--- config.mk ---
export PLATFORM = sky130hd
export DESIGN_NAME = vend_coin_ctrl
export DESIGN_NICKNAME = d
export VERILOG_FILES = /design/src/rtl/vend_coin_ctrl.sv
export SDC_FILE = /design/constraint.sdc
export NUM_CORES = 1
export LEC_CHECK = 0
export CORE_MARGIN = 2
export CORE_UTILIZATION = 59
export CTS_CLUSTER_SIZE = 24
export DETAILED_ROUTE_END_ITERATION = 16
export PLACE_DENSITY_LB_ADDON = 0.05
export SLEW_MARGIN = 20
export SYNTH_ARGS = -nofsm -noshare
export SYNTH_HDL_FRONTEND = slang
export SYNTH_SLANG_ARGS = --single-unit
--- constraint.sdc ---
create_clock -name clk -period 9.1 [get_ports clk]
set_clock_uncertainty 0.05 [all_clocks]
set_input_delay 0.91 -clock clk [delete_from_list [all_inputs] [get_ports clk]]
set_output_delay 0.91 -clock clk [all_outputs]
set_load 0.005 [all_outputs]
--- src/rtl/vend_coin_ctrl.sv ---
// Two-slot coin acceptor with round-robin arbitration, shared credit, dispense
// handshake and 5-unit change/refund pulses.
module vend_coin_ctrl #(
    parameter int unsigned PRICE   = 15,
    parameter int unsigned TIMEOUT = 255
) (
    input  logic       clk,
    input  logic       rst,
    input  logic [3:0] coin_a,
    input  logic       coin_a_vld,
    output logic       coin_a_rdy,
    input  logic [3:0] coin_b,
    input  logic       coin_b_vld,
    output logic       coin_b_rdy,
    input  logic       cancel,
    output logic       disp_req,
    input  logic       disp_ack,
    output logic       change_pulse,
    output logic [5:0] credit,
    output logic       err_coin
);

    localparam logic [5:0] PRICE6  = 6'(PRICE);
    localparam logic [7:0] TO_LAST = 8'(TIMEOUT - 1);

    typedef enum logic [1:0] {COLLECT, DISPENSE, RETURN} state_t;

    state_t      state;
    logic        last_b;
    logic [7:0]  tcnt;
    logic        grant_a;
    logic        accept;
    logic [3:0]  sel_code;
    logic [5:0]  val;
    logic        valid_acc;
    logic        bad_acc;
    logic [5:0]  credit_next;

    always_comb begin
        // last_b resets high so that A wins the first contended cycle
        grant_a     = coin_a_vld & (~coin_b_vld | last_b);
        coin_a_rdy  = grant_a & (state == COLLECT);
        coin_b_rdy  = coin_b_vld & ~grant_a & (state == COLLECT);
        accept      = coin_a_rdy | coin_b_rdy;
        sel_code    = coin_a_rdy ? coin_a : coin_b;
        val         = '0;
        if (accept) begin
            case (sel_code)
                4'b0101: val = 6'd5;
                4'b1010: val = 6'd10;
                default: val = '0;
            endcase
        end
        valid_acc   = accept & (val != '0);
        bad_acc     = accept & (val == '0);
        credit_next = credit + val;
    end

    always_ff @(posedge clk or negedge rst) begin
        if (!rst) begin
            state        <= COLLECT;
            last_b       <= 1'b1;
            tcnt         <= '0;
            credit       <= '0;
            disp_req     <= 1'b0;
            change_pulse <= 1'b0;
            err_coin     <= 1'b0;
        end else begin
            err_coin     <= bad_acc;
            change_pulse <= 1'b0;
            if (accept)
                last_b <= coin_b_rdy;
            case (state)
                COLLECT: begin
                    if (valid_acc) begin
                        credit <= credit_next;
                        tcnt   <= '0;
                        if (credit_next >= PRICE6) begin
                            state    <= DISPENSE;
                            disp_req <= 1'b1;
                        end else if (cancel) begin
                            state <= RETURN;
                        end
                    end else if (credit == '0) begin
                        tcnt <= '0;
                    end else if (cancel || tcnt == TO_LAST) begin
                        state <= RETURN;
                        tcnt  <= '0;
                    end else begin
                        tcnt <= tcnt + 8'd1;
                    end
                end
                DISPENSE: begin
                    tcnt <= '0;
                    if (disp_ack) begin
                        disp_req <= 1'b0;
                        credit   <= credit - PRICE6;
                        state    <= (credit != PRICE6) ? RETURN : COLLECT;
                    end
                end
                RETURN: begin
                    tcnt <= '0;
                    if (credit <= 6'd5) begin
                        state <= COLLECT;
                    end
                    if (credit != '0) begin
                        change_pulse <= 1'b1;
                        credit       <= credit - 6'd5;
                    end
                end
                default: state <= COLLECT;
            endcase
        end
    end

endmodule

# ---- Word level (Yosys, flattened, before mapping)
# Cells that the tools add are included.
dict set report word_totals {
  output_inout_bits 11
  regBits 20
  in_bits 14
  word_cells 76
}
dict set report op_classes {
  bitwise_logic 10
  addsub 4
  eq_ne 14
  reduce_logical 13
  mux 26
  magnitude_cmp 2
}
# cell n
set op_table {}
lappend op_table {{$mux W6} 4}
lappend op_table {{$mux W8} 3}
lappend op_table {{$pmux W6 S3} 1}
lappend op_table {{$mux W2} 8}
lappend op_table {{$pmux W8 S2} 1}
lappend op_table {{$logic_not A6 Y1} 2}
lappend op_table {{$reduce_bool A6 Y1} 2}
lappend op_table {{$add A8 B1 Y8 const B} 1}
lappend op_table {{$eq A8 B8 Y1 const B} 1}
lappend op_table {{$ne A2 B2 Y1 const B} 4}
lappend op_table {{$pmux W4 S2} 1}
lappend op_table {{$reduce_and A4 Y1} 2}
lappend op_table {{$add A6 B6 Y6} 1}
lappend op_table {{$and A1 B1 Y1} 6}
lappend op_table {{$ge A6 B4 Y1 const B} 1}
lappend op_table {{$le A6 B3 Y1 const B} 1}
lappend op_table {{$ne A6 B4 Y1 const B} 1}
lappend op_table {{$pmux W2 S3} 1}
lappend op_table {{$sub A6 B3 Y6 const B} 1}
lappend op_table {{$sub A6 B4 Y6 const B} 1}
lappend op_table {{$mux W1} 5}
lappend op_table {{$reduce_and A5 Y1} 1}
lappend op_table {{$eq A4 B3 Y1 const B} 1}
lappend op_table {{$eq A4 B4 Y1 const B} 1}
lappend op_table {{other kinds (15)} 18}

# ---- Logic depth before layout (Yosys ltp)
dict set report logic_depth {
  word_depth 13
  depth_mapped 17
  depth_no_buf 15
}

# ---- Worst setup path before layout
# No wires, ideal clock.
dict set report synth_path {
  path_type {in2reg}
  start {in coin_b_vld}
  end {reg state[0]}
  path_stages 15
  required_ps 8925
  setup_ps 125
  path_slack_ps 5041
  t_arrival_ps 3885
  path_buffers 1
  path_cell_list {nand2b_4 -> and3_4 -> buf_6 -> mux2_4 -> nor4_4 -> ha_1 -> inv_1 -> fa_1 -> nand2b_1 -> a21oi_1 -> xnor2_1 -> a311o_1 -> o21bai_1 -> o21ba_1 -> mux2_2}
}
dict set report synth_via {
  elab_chain_len 13
  word_cells_on_any_way 24
  cone_classes {1 x add/sub; 1 x order compare; 5 x eq/ne; 6 x mux; 9 x bitwise; 2 x reduce/logical}
}
# element line
set synth_rtl {}
lappend synth_rtl {{start: declaration} 13} ;# input logic coin_b_vld,
lappend synth_rtl {{$not A1 Y1 *} 41} ;# grant_a = coin_a_vld & (~coin_b_vld | last_b);
lappend synth_rtl {{$or A1 B1 Y1 *} 41}
lappend synth_rtl {{$and A1 B1 Y1 *} 41}
lappend synth_rtl {{$and A1 B1 Y1 *} 42} ;# coin_a_rdy = grant_a & (state == COLLECT);
lappend synth_rtl {{via coin_a_rdy} 11} ;# output logic coin_a_rdy,
lappend synth_rtl {{$mux W4} 45} ;# sel_code = coin_a_rdy ? coin_a : coin_b;
lappend synth_rtl {{$eq A4 B4 Y1 / $eq A4 B3 Y1 (equally long branches)} 48} ;# case (sel_code)
lappend synth_rtl {{$pmux W4 S2} 48}
lappend synth_rtl {{$mux W6} 47} ;# if (accept) begin
lappend synth_rtl {{$add A6 B6 Y6} 56} ;# credit_next = credit + val;
lappend synth_rtl {{$ge A6 B4 Y1} 78} ;# if (credit_next >= PRICE6) begin
lappend synth_rtl {{$mux W2} 78}
lappend synth_rtl {{$mux W2} 75} ;# if (valid_acc) begin
lappend synth_rtl {{$pmux W2 S3} 73} ;# case (state)
lappend synth_rtl {{end signal: assignment} 98} ;# state <= (credit != PRICE6) ? RETURN : COLLECT;
lappend synth_rtl {{end: declaration} 28} ;# state_t state;
# The timed path passes the listed nets; every way through them passes the cells marked *.
# A chain may end at the register's enable or synchronous reset.

# ---- Final worst setup path
dict set report layout_path {
  start {in coin_a_vld}
  end {reg state[1]}
}
dict set report layout_via {
  elab_chain_len 11
  word_cells_on_any_way 22
  cone_classes {1 x add/sub; 1 x order compare; 5 x eq/ne; 6 x mux; 7 x bitwise; 2 x reduce/logical}
}
# element line
set layout_rtl {}
lappend layout_rtl {{start: declaration} 10} ;# input logic coin_a_vld,
lappend layout_rtl {{$and A1 B1 Y1 *} 41}
lappend layout_rtl {{$and A1 B1 Y1 / $not A1 Y1 (equally long branches)} {42, 43}}
lappend layout_rtl {{$mux W4 / $and A1 B1 Y1 (equally long branches)} {45, 43}}
lappend layout_rtl {{$eq A4 B4 Y1, or another cell as far along} 48}
lappend layout_rtl {{$pmux W4 S2 / $or A1 B1 Y1 (equally long branches)} {48, 44}}
lappend layout_rtl {{$mux W6} 47}
lappend layout_rtl {{$add A6 B6 Y6} 56}
lappend layout_rtl {{$ge A6 B4 Y1} 78}
lappend layout_rtl {{$mux W2} 78}
lappend layout_rtl {{$mux W2} 75}
lappend layout_rtl {{$pmux W2 S3} 73}
# Mark *: on every way between the ends. The rest lies on a longest branch, timed or not.

==> metrics.md <==
| Metric | Value |
|---|---|
| Floorplan die area | 0.003446 mm^2 |
| Starting utilization of the core area | 62.93% |
| DP HPWL | 3082 um |
| Top area cells in the synthesized netlist | dfrtp_1, ha_1, o21ai_0 |
| Top delay family on crit path | simple AND/OR/NAND/NOR gates |
| Area delta synth->final | 15.66% |
| Worst R2R Start | state[0]$_DFFE_PN0P_ |
| Number of global-route vias before repair | 1595 |
| TritonCTS Sinks | 20 |
| Max-cap check violation count | 0 |
| Layout fillers | 224 |
| Ant. Diodes | 0 |
| Launching instance or port of the critical path | coin_a_vld |
| Number of buffers added for setup after CTS | 0 |
| Critical path's slowest cell | clkdlybuf4s50_1 |
| Cell Chain, Critical Path | clkdlybuf4s50_1 -> and3_4 -> mux2_4 -> nor4_4 -> ha_1 -> inv_1 -> fa_1 -> nand2b_1 -> a21oi_1 -> xnor2_1 -> a311o_1 -> o21bai_1 -> o21ba_1 -> mux2_2 |
| Number of nets produced by synthesis | 229 |
| Register cell area after layout | 501.7 um^2 |
| Total power density per cell area | 290.3 mW/mm^2 |
| Number of distinct library cell variants in the gate-level netlist after synthesis | 58 |
| Max_slew headroom | 37.57% |
| Category of the critical setup timing path | primary input to flip-flop |
| Number of antenna violations at the first check in global routing | 0 |
| Count of cells resized by post-cts repair | 0 |
| Tot Pwr | 0.5927 mW |
| Insertion delay of the later-clocked pin in the worst-skew pair | 0.32 ns |
| Post-placement setup slack | 4.241 ns |
| Dominant register cell in the synthesized netlist | dfrtp_1 |
| IO Port Bufs | 24 |
| Worst Path Required | 9.27 ns |
| Capturing element of the worst setup path | state[1]$_DFFE_PN0P_ |
| Violations in the final reports | design-rule violations |
| Least setup slack across all paths after layout | 4.508 ns |
| Number of search-and-repair iterations in the first detailed-routing pass | 10 |
| Sequential area share after synthesis | 28.42% |
| Delay of the slowest cell on the worst path | 0.60 ns |
| Largest net degree at the start of global routing | 21 |
| RSZ-0062 raised after global routing | no |
| H-Tree Depth | 1 |
| Final RePlAce weighted congestion | 0.9587 |
| Tcrit/Tclk final | 50.46% |
| Post-synthesis cell count | 200 |
| Number of hold-slack violations in the final timing report | 0 |
| Shortest clock period the worst path allows after layout | 4.592 ns |
| Synth top area share | 26.93% |
| Largest area contributor in the synthesized netlist | dfrtp_1 |
| Post-Route WL | 4160 um |
| Syn_area_per_cell | 8.827 um^2 |
| Number of storage elements in the synthesis netlist | 20 |
| Run status | complete, but fails checks |
| Maximum buffer depth of the clock tree | 2 |
| Via Count | 1552 |
| Reg-to-reg slack, setup | 4.77 ns |
| Setup Viol. Count Final | 0 |
| Highest ir drop seen on vdd | 145.3 uV |
| Cell with the most instances after synthesis | nand2_1 |
| Boundary pin count | 25 |
| Count of nets after finishing | 247 |
| R2R depth | 15 |
| Final sum of negative setup slack | 0 ns |
| Asr flop ratio synth | 100.0% |
| Type of element capturing the critical path | flip-flop |
| Number of hold-repair buffers added at the cts stage | 0 |
| Number of pins exceeding their max-slew limit in the final report | 0 |
| Number of enable-type register cells in the synthesized netlist | 0 |
| Wire length of the first global-routing pass | 7272 um |
| Layout cell share with drive strength beyond 1 | 9.217% |
| RR Endpoint | state[1]$_DFFE_PN0P_ |
| TritonCTS clock tree | yes |
| Congestion Overflow GR | 0 |
| Wire length per cell after detailed routing | 16.77 um |
| Multi-input gate area in the final layout | 0.001154 mm^2 |
| Row count | 19 |
| Warnings, synthesis | 0 |
| Overall global routing resource usage | 27.39% |
| Crit Path Max Fanout | 8 |
| Remaining design rule violation count | 1 |
| Iteration-0 DRC count of the detailed router | 130 |
| Antenna violation net count after detailed routing | 0 |
| Commonest cells in the synthesized netlist | nand2_1, dfrtp_1, o21ai_0 |
| Syn Std Cell Area | 0.001765 mm^2 |
| Number of logic stages on the critical path including buffering | 14 |
| Via density per instance | 6.258 |
| Clk Tree Root Cell | clkbuf_4 |
| Maximum operating frequency | 217.8 MHz |
| Die span in y | 58.70 um |
| Area inside the core boundary | 0.002805 mm^2 |
| Clock buffer count from CTS | 3 |
| Tightest Pin Transition | 0.9335 ns |
| Number of buffer and inverter instances along the worst setup path | 2 |
| Leakage dissipation | 0.8720 nW |
| Horiz. Die Dim | 58.70 um |
| Clock-pin slew on the worst setup and hold paths | 0.13 ns |
| Worst endpoint data arrival time | 4.76 ns |
| Sort of element at the start of the critical path | primary input |
| Tightest Hold Check Type | flip-flop to flip-flop |
-- metrics by stage --
stage / cell area [um^2] / hold WS [ns] / util [%] / cells
after floorplan: 1765 / 0.4411 / - / 200
after detailed placement: 1984 / 0.4584 / 70.74 / 244
after CTS: 2037 / 0.4919 / 72.61 / 248
after global placement: 1984 / 0.4577 / 70.74 / 244
final: 2042 / 0.4921 / 72.79 / 248
after global routing: 2042 / 0.5236 / 72.79 / 248
-- per-layer routing --
metal,GRT usage [%],vias to the layer above,part of all wire [%]
met5,0,-,0
met4,7.792,0,1.1
met3,3.736,7,4.5
met2,45.59,53,48
met1,37.36,745,46
li1,-,747,-
-- report_power, final --
group	internal (mW)	switching, mW
combinational	0.168	0.177
clock	0.0446	0.0318
sequential	0.118	0.0538
-- flip-flops by register name (all words and copies together) (netlist names) --
name and cells:
change_pulse 1, tcnt 8, credit 6, err_coin 1, disp_req 1, state 2
last_b 1
-- worst min-delay path by stage --
stage,end,slack [ns],cells past startpoint,from
floorplan,tcnt[7]$_DFFE_PN0P_,0.44,2,tcnt[7]$_DFFE_PN0P_
global placement,disp_req$_DFFE_PN0P_,0.46,1,disp_req$_DFFE_PN0P_
detailed placement,disp_req$_DFFE_PN0P_,0.46,1,disp_req$_DFFE_PN0P_
CTS,disp_req$_DFFE_PN0P_,0.49,1,disp_req$_DFFE_PN0P_
global route,disp_req$_DFFE_PN0P_,0.52,1,disp_req$_DFFE_PN0P_
finish,disp_req$_DFFE_PN0P_,0.49,1,disp_req$_DFFE_PN0P_
-- logic make-up (layout without fill, tap and decap cells) --
family / after synthesis / count (layout) / synth area share (%)
xor gates and xnor gates: 9 / 9 / 4.465
DFF: 20 / 20 / 28.42
adders and majority gates: 15 / 15 / 11.06
buffers and inverters: 25 / 42 / 6.520
AOI/OAI and AO/OA: 60 / 60 / 22.61
muxes: 9 / 9 / 6.024
and+or+nand+nor: 62 / 62 / 20.91
-- cell type report --
type	instances	share of cell area (%)
tap	31	1.900
timing repair buffer	24	11.76
multi-input combinational	155	56.50
inverter	14	2.696
clock inverter	1	1.471
clock buffer	3	1.103
sequential	20	24.57
-- placed cells by master (no fill, tap or decap), types with 3 or more instances in the layout --
| cell | netlist | layout |
|---|---|---|
| o21bai_1 | 4 | 4 |
| clkdlybuf4s50_1 | 0 | 24 |
| mux2i_1 | 3 | 3 |
| dfrtp_1 | 19 | 19 |
| ha_1 | 14 | 14 |
| o21ai_0 | 18 | 18 |
| nand3_1 | 4 | 4 |
| clkbuf_4 | 0 | 3 |
| inv_1 | 13 | 13 |
| xnor2_1 | 6 | 6 |
| a22oi_1 | 3 | 3 |
| xor2_1 | 3 | 3 |
| nand2_1 | 22 | 22 |
| a21o_1 | 4 | 4 |
| nor2b_1 | 4 | 4 |
| nor2_1 | 8 | 8 |
| a21oi_1 | 10 | 10 |
| mux2_2 | 3 | 3 |
| nor3_1 | 5 | 5 |
Power figures use the tool's default switching activity.
